==> src/rtl/seg_pkg.sv <==
// Shared constants and types for the multiplexed 8-digit seven-segment scanner.
package seg_pkg;

  localparam int unsigned N_DIG = 8;
  localparam int unsigned DIG_W = 4;

  // Active-low {g,f,e,d,c,b,a}, entry 15 first so that HEX_SEG[h] selects digit h.
  localparam logic [15:0][6:0] HEX_SEG = {
    7'h0E, 7'h06, 7'h21, 7'h46, 7'h03, 7'h08, 7'h10, 7'h00,
    7'h78, 7'h02, 7'h12, 7'h19, 7'h30, 7'h24, 7'h79, 7'h40
  };

  localparam logic [6:0] SEG_OFF = 7'h7F;

  typedef enum logic {
    ST_BLANK = 1'b0,
    ST_SHOW  = 1'b1
  } scan_state_e;

endpackage

==> src/rtl/seg_scan_driver_if.sv <==
// Display-word load channel: valid/ready handshake carrying digits, points and zero suppression.
interface seg_scan_driver_if;
  import seg_pkg::*;

  logic                     load_valid;
  logic                     load_ready;
  logic [N_DIG*DIG_W-1:0]   load_data;
  logic [N_DIG-1:0]         load_dp;
  logic                     load_lz;

  modport master (
    output load_valid, load_data, load_dp, load_lz,
    input  load_ready
  );

  modport slave (
    input  load_valid, load_data, load_dp, load_lz,
    output load_ready
  );

endinterface

==> src/rtl/seg_hex_decode.sv <==
// Combinational hex digit to active-low seven-segment pattern.
module seg_hex_decode
  import seg_pkg::*;
(
  input  logic [DIG_W-1:0] hex,
  output logic [6:0]       seg
);

  always_comb begin
    seg = HEX_SEG[hex];
  end

endmodule

==> src/rtl/seg_scan_driver.sv <==
// Time-multiplexed 8-digit seven-segment driver with per-slot blanking and
// a shadow register that only updates the display at frame boundaries.
module seg_scan_driver
  import seg_pkg::*;
#(
  parameter int unsigned DIV   = 50000,
  parameter int unsigned BLANK = 100
) (
  input  logic                 clk,
  input  logic                 rst,
  seg_scan_driver_if.slave     load,
  output logic [N_DIG-1:0]     dig_sel,
  output logic [6:0]           seg,
  output logic                 dp_n,
  output logic                 frame_tick
);

  localparam int unsigned PW = (DIV > 1) ? $clog2(DIV) : 1;
  localparam int unsigned IW = $clog2(N_DIG);

  logic [PW-1:0]          presc_q, presc_d;
  logic [IW-1:0]          idx_q, idx_d;
  scan_state_e            state_q, state_d;

  logic                   pend_q, pend_d;
  logic [N_DIG*DIG_W-1:0] shd_data_q, shd_data_d;
  logic [N_DIG-1:0]       shd_dp_q, shd_dp_d;
  logic                   shd_lz_q, shd_lz_d;
  logic [N_DIG*DIG_W-1:0] act_data_q, act_data_d;
  logic [N_DIG-1:0]       act_dp_q, act_dp_d;
  logic                   act_lz_q, act_lz_d;

  logic [N_DIG-1:0]       dig_sel_q, dig_sel_d;
  logic [6:0]             seg_q, seg_d;
  logic                   dp_n_q, dp_n_d;
  logic                   tick_q, tick_d;

  logic                   wrap;
  logic                   frame_wrap;
  logic                   accept;
  logic [DIG_W-1:0]       cur_hex;
  logic [6:0]             dec_seg;
  logic [N_DIG-1:0]       supp;
  logic                   zero_run;

  assign wrap       = (presc_q == PW'(DIV - 1));
  assign frame_wrap = wrap && (idx_q == IW'(N_DIG - 1));
  assign accept     = load.load_valid && !pend_q;
  assign load.load_ready = !pend_q;

  // Prescaler and digit index
  always_comb begin
    presc_d = wrap ? '0 : presc_q + 1'b1;
    idx_d   = wrap ? idx_q + 1'b1 : idx_q;
  end

  // Next-state: the state mirrors which side of BLANK the next prescaler value lands on
  always_comb begin
    state_d = state_q;
    unique case (state_q)
      ST_BLANK: if (presc_q == PW'(BLANK - 1)) state_d = ST_SHOW;
      ST_SHOW:  if (wrap)                     state_d = ST_BLANK;
      default:                                state_d = ST_BLANK;
    endcase
  end

  // Shadow accepts only while empty; it drains into the active word only at frame wrap
  always_comb begin
    pend_d     = pend_q;
    shd_data_d = shd_data_q;
    shd_dp_d   = shd_dp_q;
    shd_lz_d   = shd_lz_q;
    act_data_d = act_data_q;
    act_dp_d   = act_dp_q;
    act_lz_d   = act_lz_q;
    if (accept) begin
      pend_d     = 1'b1;
      shd_data_d = load.load_data;
      shd_dp_d   = load.load_dp;
      shd_lz_d   = load.load_lz;
    end
    if (frame_wrap && pend_q) begin
      pend_d     = 1'b0;
      act_data_d = shd_data_q;
      act_dp_d   = shd_dp_q;
      act_lz_d   = shd_lz_q;
    end
  end

  // Digit k is suppressed when it and every higher digit are zero; digit 0 never is
  always_comb begin
    zero_run = 1'b1;
    supp     = '0;
    for (int unsigned i = N_DIG - 1; i >= 1; i--) begin
      zero_run = zero_run && (act_data_q[i*DIG_W +: DIG_W] == '0);
      supp[i]  = act_lz_q && zero_run;
    end
  end

  assign cur_hex = act_data_q[idx_q*DIG_W +: DIG_W];

  seg_hex_decode u_hex_decode (
    .hex (cur_hex),
    .seg (dec_seg)
  );

  // Output decode, registered below for one cycle of latency to the pins
  always_comb begin
    dig_sel_d = '1;
    seg_d     = SEG_OFF;
    dp_n_d    = 1'b1;
    tick_d    = frame_wrap;
    if (state_q == ST_SHOW) begin
      dig_sel_d[idx_q] = 1'b0;
      seg_d            = supp[idx_q] ? SEG_OFF : dec_seg;
      dp_n_d           = !act_dp_q[idx_q];
    end
  end

  always_ff @(posedge clk or posedge rst) begin
    if (rst) begin
      presc_q    <= '0;
      idx_q      <= '0;
      state_q    <= ST_BLANK;
      pend_q     <= 1'b0;
      shd_data_q <= '0;
      shd_dp_q   <= '0;
      shd_lz_q   <= 1'b0;
      act_data_q <= '0;
      act_dp_q   <= '0;
      act_lz_q   <= 1'b0;
      dig_sel_q  <= '1;
      seg_q      <= SEG_OFF;
      dp_n_q     <= 1'b1;
      tick_q     <= 1'b0;
    end else begin
      presc_q    <= presc_d;
      idx_q      <= idx_d;
      state_q    <= state_d;
      pend_q     <= pend_d;
      shd_data_q <= shd_data_d;
      shd_dp_q   <= shd_dp_d;
      shd_lz_q   <= shd_lz_d;
      act_data_q <= act_data_d;
      act_dp_q   <= act_dp_d;
      act_lz_q   <= act_lz_d;
      dig_sel_q  <= dig_sel_d;
      seg_q      <= seg_d;
      dp_n_q     <= dp_n_d;
      tick_q     <= tick_d;
    end
  end

  assign dig_sel    = dig_sel_q;
  assign seg        = seg_q;
  assign dp_n       = dp_n_q;
  assign frame_tick = tick_q;

endmodule

==> src/flat_wrapper.sv <==
// flat-port wrapper written by rule: the top's interface ports become plain ports
module seg_scan_driver_flat import seg_pkg::*;
#(
  parameter int unsigned DIV   = 50000,
  parameter int unsigned BLANK = 100
)
  (clk, rst, dig_sel, seg, dp_n, frame_tick, load_load_valid, load_load_data, load_load_dp, load_load_lz, load_load_ready);
  seg_scan_driver_if load_i ();
  input  logic clk;
  input  logic rst;
  output logic [N_DIG-1:0] dig_sel;
  output logic [6:0] seg;
  output logic dp_n;
  output logic frame_tick;
  input wire logic [$bits(load_i.load_valid)-1:0] load_load_valid;
  input wire logic [$bits(load_i.load_data)-1:0] load_load_data;
  input wire logic [$bits(load_i.load_dp)-1:0] load_load_dp;
  input wire logic [$bits(load_i.load_lz)-1:0] load_load_lz;
  output wire logic [$bits(load_i.load_ready)-1:0] load_load_ready;
  assign load_i.load_valid = load_load_valid;
  assign load_i.load_data = load_load_data;
  assign load_i.load_dp = load_load_dp;
  assign load_i.load_lz = load_load_lz;
  assign load_load_ready = load_i.load_ready;
  seg_scan_driver #(.DIV(DIV), .BLANK(BLANK)) u_core (.clk(clk), .rst(rst), .load(load_i), .dig_sel(dig_sel), .seg(seg), .dp_n(dp_n), .frame_tick(frame_tick));
endmodule
==> config.mk <==
export PLATFORM = sky130hd
export DESIGN_NAME = seg_scan_driver_flat
export DESIGN_NICKNAME = d
export VERILOG_FILES = /design/src/rtl/seg_pkg.sv /design/src/rtl/seg_scan_driver_if.sv /design/src/rtl/seg_hex_decode.sv /design/src/rtl/seg_scan_driver.sv /design/src/flat_wrapper.sv
export SDC_FILE = /design/constraint.sdc
export NUM_CORES = 1
export LEC_CHECK = 0
export CAP_MARGIN = 20
export CORE_MARGIN = 3
export CORE_UTILIZATION = 50
export CTS_CLUSTER_SIZE = 12
export DETAILED_ROUTE_END_ITERATION = 10
export PLACE_DENSITY = 0.72
export SYNTH_ARGS = -nofsm -noshare
export SYNTH_HDL_FRONTEND = slang
export SYNTH_SLANG_ARGS = --single-unit
export TNS_END_PERCENT = 10
==> constraint.sdc <==
create_clock -name clk -period 7.3 [get_ports clk]
set_clock_uncertainty 0.1 [all_clocks]
set_input_delay 1.46 -clock clk [delete_from_list [all_inputs] [get_ports clk]]
set_output_delay 1.46 -clock clk [all_outputs]
set_load 0.03 [all_outputs]
==> out/summary.md <==
Port buffering added 61 buffers. The worst register-to-register path begins at u_core.presc_q[11]$_DFF_PP0_. The final total power was 1.63 mW; the number of buffers added to fix hold violations after cts was 0.

For this design the top-level I/O count stands at 62. In the final layout, the multi-input gates occupy 0.00225 mm^2. The average instance area after synthesis was 14.8 um^2.

The final critical delay including setup and external delays is 3.31 ns. Walking the worst path, the cells encountered are nor3b_1 -> nand2_1 -> nor4_4 -> nand3_4 -> mux2_4. The count of cells along the worst register-to-register path works out to 5. STA classifies the critical path endpoint as a flip-flop. For this run, the post-layout net count is 482. In this design, the stage delay of the slowest critical-path cell is 0.82 ns.

Yosys mapped the design onto 43 distinct sky130hd cell types. The CTS clock-pin slew for the worst setup and hold paths is 0.06 ns. The initialized floorplan defines 37 standard-cell rows.

During synthesis, Yosys emitted a total of 0 warnings. The worst setup path is launched from a flip-flop. The count of endpoints failing hold in the final timing report is 0. The number of pins exceeding their max-slew limit in the final report is 0. The launch point of the critical path was u_core.presc_q[11]$_DFF_PP0_.

The run finished with clean final reports. After synthesis the netlist holds a flip-flop and latch count of 120. The library cells used most frequently in the layout, excluding fill and tap cells, are 104 x dfrtp_1, 61 x clkdlybuf4s50_1, 49 x mux2_2. For the clock latency on the worst-skew pair, the log shows 0.52 ns.

Summed over all failing endpoints, the final setup total negative slack is 0 ns. The end point of the critical path was u_core.act_data_q[1]$_DFFE_PP0P_. In this run the number of H-tree levels came out at 4.

For this run, design rule violations remaining after detail routing come to 0. The total grt overflow came out at 0. Worst-path cell with the longest stage delay: nor4_4. For the maximum number of pins on one net before global-route repair, the log shows 66. The slew at the pin closest to its max-slew limit is 0.884 ns. Via density per instance: 5.36. The type of the tightest min-delay check is reg -> reg. In the finished design, the share of the clock period the worst path needs comes to 45.4%. Die height: 110 um. The clock tree root driver cell was clkbuf_8. The fraction of final layout cells with drive strength greater than 1 was 35.1%; the effective utilization at floorplan was 51.9%. Detailed routing inserted a total of 3100 vias.

The antenna diode count is 0. Including well taps, the total number of placed cells is 545. Global routing used 17.5% of the available tracks across all layers. At the worst endpoint, the arrival time is 3.60 ns. Gates resized during post-CTS repair numbered 0. In this run the static leakage power is 3.06 nW. The first detailed-routing pass ran for 4 iterations. The run gives 0.00302 mm^2 as the flip-flop and latch area. Along the worst path, the maximum fanout reaches 42.

The die covers 0.0120 mm^2. The die is 110 um wide. At the worst endpoint, the required time is 7.59 ns. The count of placed standard cells in the final layout, fillers left out was 578; the area growth from synthesis to layout was 24.8%. The tools report the number of max-cap violations as 0.

Setup repair after global routing left no endpoint under its margin. After synthesis, flip-flops and latches occupy 56.2% of the total area. Routability-driven placement finished with a final weighted congestion of 0.850.

The maximum frequency from static timing analysis is 0.302 GHz. Most common cell after layout, fill and taps aside: dfrtp_1. Counting flops with an async set or reset pin after synthesis yields a share of 100%. Across the VDD grid, the largest voltage drop is 0.144 mV. For the initial antenna violation count, the log shows 0. After detailed routing, the average wire length per cell comes to 16.5 um. The tools report the number of global-route vias before repair as 3187.

Setup violations remaining at the end of the flow were counted as 0. The global-route wire length before repair is 16100 um, and the number of flops mapped to enable cells by yosys is 0. After the first detailed-routing iteration, the DRC count stood at 161.

Worst setup path category: reg -> reg. Measured against its own limit, the worst slew margin works out to 40.6%. The clock net in this run drives a total of 120 sinks. Reg-to-reg critical path endpoint: u_core.act_data_q[1]$_DFFE_PP0P_. In this run, CTS created clock tree buffers numbering 17. Wires add up to 9540 um. The net count after synthesis is 417. The run gives 2 as the worst-case clock buffer depth. Buffers added to address setup during post-CTS repair amount to 0. The cell area after synthesis was 0.00538 mm^2; the total core area was 0.0104 mm^2. The tools report the synthesized instance count as 364. The power density relative to cell area works out to 243 mW/mm^2. For flop-to-flop paths, the worst setup slack is 3.99 ns.

The most used flip-flop cell after synthesis is dfrtp_1. The run gives 0 as the final antenna-violating net count. TritonCTS built the clock tree. After legalization and detailed placement, the total HPWL measured 6340 um.

The number of fillers in the final layout is 795.
## synth_stat cells, drive strengths merged, types with 2 or more instances
| cell | count | area share (%) |
|---|---|---|
| o211ai | 2 | 0.28 |
| mux2i | 6 | 1.4 |
| nor3 | 3 | 0.28 |
| nand2b | 4 | 0.47 |
| dfstp | 16 | 7.8 |
| dfrtp | 104 | 48 |
| o21ai | 5 | 0.47 |
| a21oi | 2 | 0.19 |
| nand4 | 6 | 0.70 |
| nor4b | 2 | 0.33 |
| mux2 | 88 | 21 |
| nor2b | 5 | 0.58 |
| o311ai | 2 | 0.33 |
| xnor2 | 7 | 1.1 |
| buf | 11 | 1.5 |
| xor2 | 8 | 1.3 |
| nand3 | 13 | 1.4 |
| nand2 | 15 | 1.0 |
| nor4 | 8 | 1.3 |
| mux4 | 10 | 4.2 |
| nor2 | 14 | 0.98 |
| inv | 4 | 0.28 |
| and3 | 5 | 0.58 |
| o221ai | 2 | 0.33 |
| clkbuf | 6 | 0.42 |
| ha | 9 | 2.1 |
## state kept, by name, indices dropped and copies added, names as in the netlist
| register | cells |
|---|---|
| u_core.dp_n | 1 |
| u_core.shd_lz_q | 1 |
| u_core.pend_q | 1 |
| u_core.act_lz_q | 1 |
| u_core.presc_q | 16 |
| u_core.state_q | 1 |
| u_core.seg | 7 |
| u_core.dig_sel | 8 |
| u_core.shd_dp_q | 8 |
| u_core.act_data_q | 32 |
| u_core.shd_data_q | 32 |
| u_core.frame_tick | 1 |
| u_core.act_dp_q | 8 |
| u_core.idx_q | 3 |
## area by class of cell
type,instances,share of cell area (%)
Sequential cell,120,45.0
Multi-Input combinational cell,223,33.5
Timing Repair Buffer,63,9.51
Clock buffer,17,6.17
Clock inverter,15,3.00
Tap cell,136,2.54
Inverter,4,0.261
## through the flow
| step | hold slack (ns) | cell area [um^2] | setup WS (ns) | utilization (%) |
|---|---|---|---|---|
| floorplan | 0.325 | 5380 | 2.58 | - |
| detailed placement | 0.344 | 6070 | 3.70 | 58.6 |
| global route | 0.388 | 6710 | 3.77 | 64.7 |
| CTS | 0.352 | 6690 | 3.97 | 64.5 |
| finish | 0.349 | 6710 | 3.99 | 64.7 |
| global placement | 0.338 | 6070 | 3.77 | 58.6 |
## how the worst min path moves through the flow
stage / start / slack [ns] / depth (start not counted) / end
6_report: u_core.presc_q[0]$_DFF_PP0_ / 0.35 / 1 / u_core.presc_q[0]$_DFF_PP0_
2_1_floorplan: u_core.presc_q[0]$_DFF_PP0_ / 0.33 / 1 / u_core.presc_q[0]$_DFF_PP0_
3_3_place_gp: u_core.presc_q[0]$_DFF_PP0_ / 0.34 / 1 / u_core.presc_q[0]$_DFF_PP0_
4_1_cts: u_core.presc_q[0]$_DFF_PP0_ / 0.35 / 1 / u_core.presc_q[0]$_DFF_PP0_
5_1_grt: u_core.presc_q[0]$_DFF_PP0_ / 0.39 / 1 / u_core.presc_q[0]$_DFF_PP0_
3_5_place_dp: u_core.presc_q[0]$_DFF_PP0_ / 0.34 / 1 / u_core.presc_q[0]$_DFF_PP0_
## power breakdown
part / internal, mW / total [mW] / leakage, nW / switching (mW)
logic: 0.0424 / 0.0645 / 1.26 / 0.0221
registers: 0.696 / 0.712 / 1.52 / 0.0164
clock network: 0.554 / 0.851 / 0.282 / 0.298
## logic make-up after synthesis
family	share of synthesized area (%)
multiplexers	26.8
flip-flops	56.2
adder cells (fa/ha/maj)	2.09
AO/OA/AOI/OAI	2.02
XOR/XNOR	2.44
AND/OR/NAND/NOR	8.31
buffers and inverters	2.16
## critical path, delay by kind of cell, from the launching register on
family | cells | cell delay (ns)
DFF | 1 | 0.44
muxes | 1 | 0.55
and+or+nand+nor | 4 | 2.07
## per-layer routing
metal  part of all wire (%)  GRT usage [%]  wire [um]  up-vias
li1                       -              -          -     1454
met1                     47           24.2       4510     1560
met2                     47           26.6       4480       76
met3                    4.7           4.93        450       10
met4                    1.0           6.23         98        0
met5                      0              0          0        -
Power figures use the tool's default switching activity.
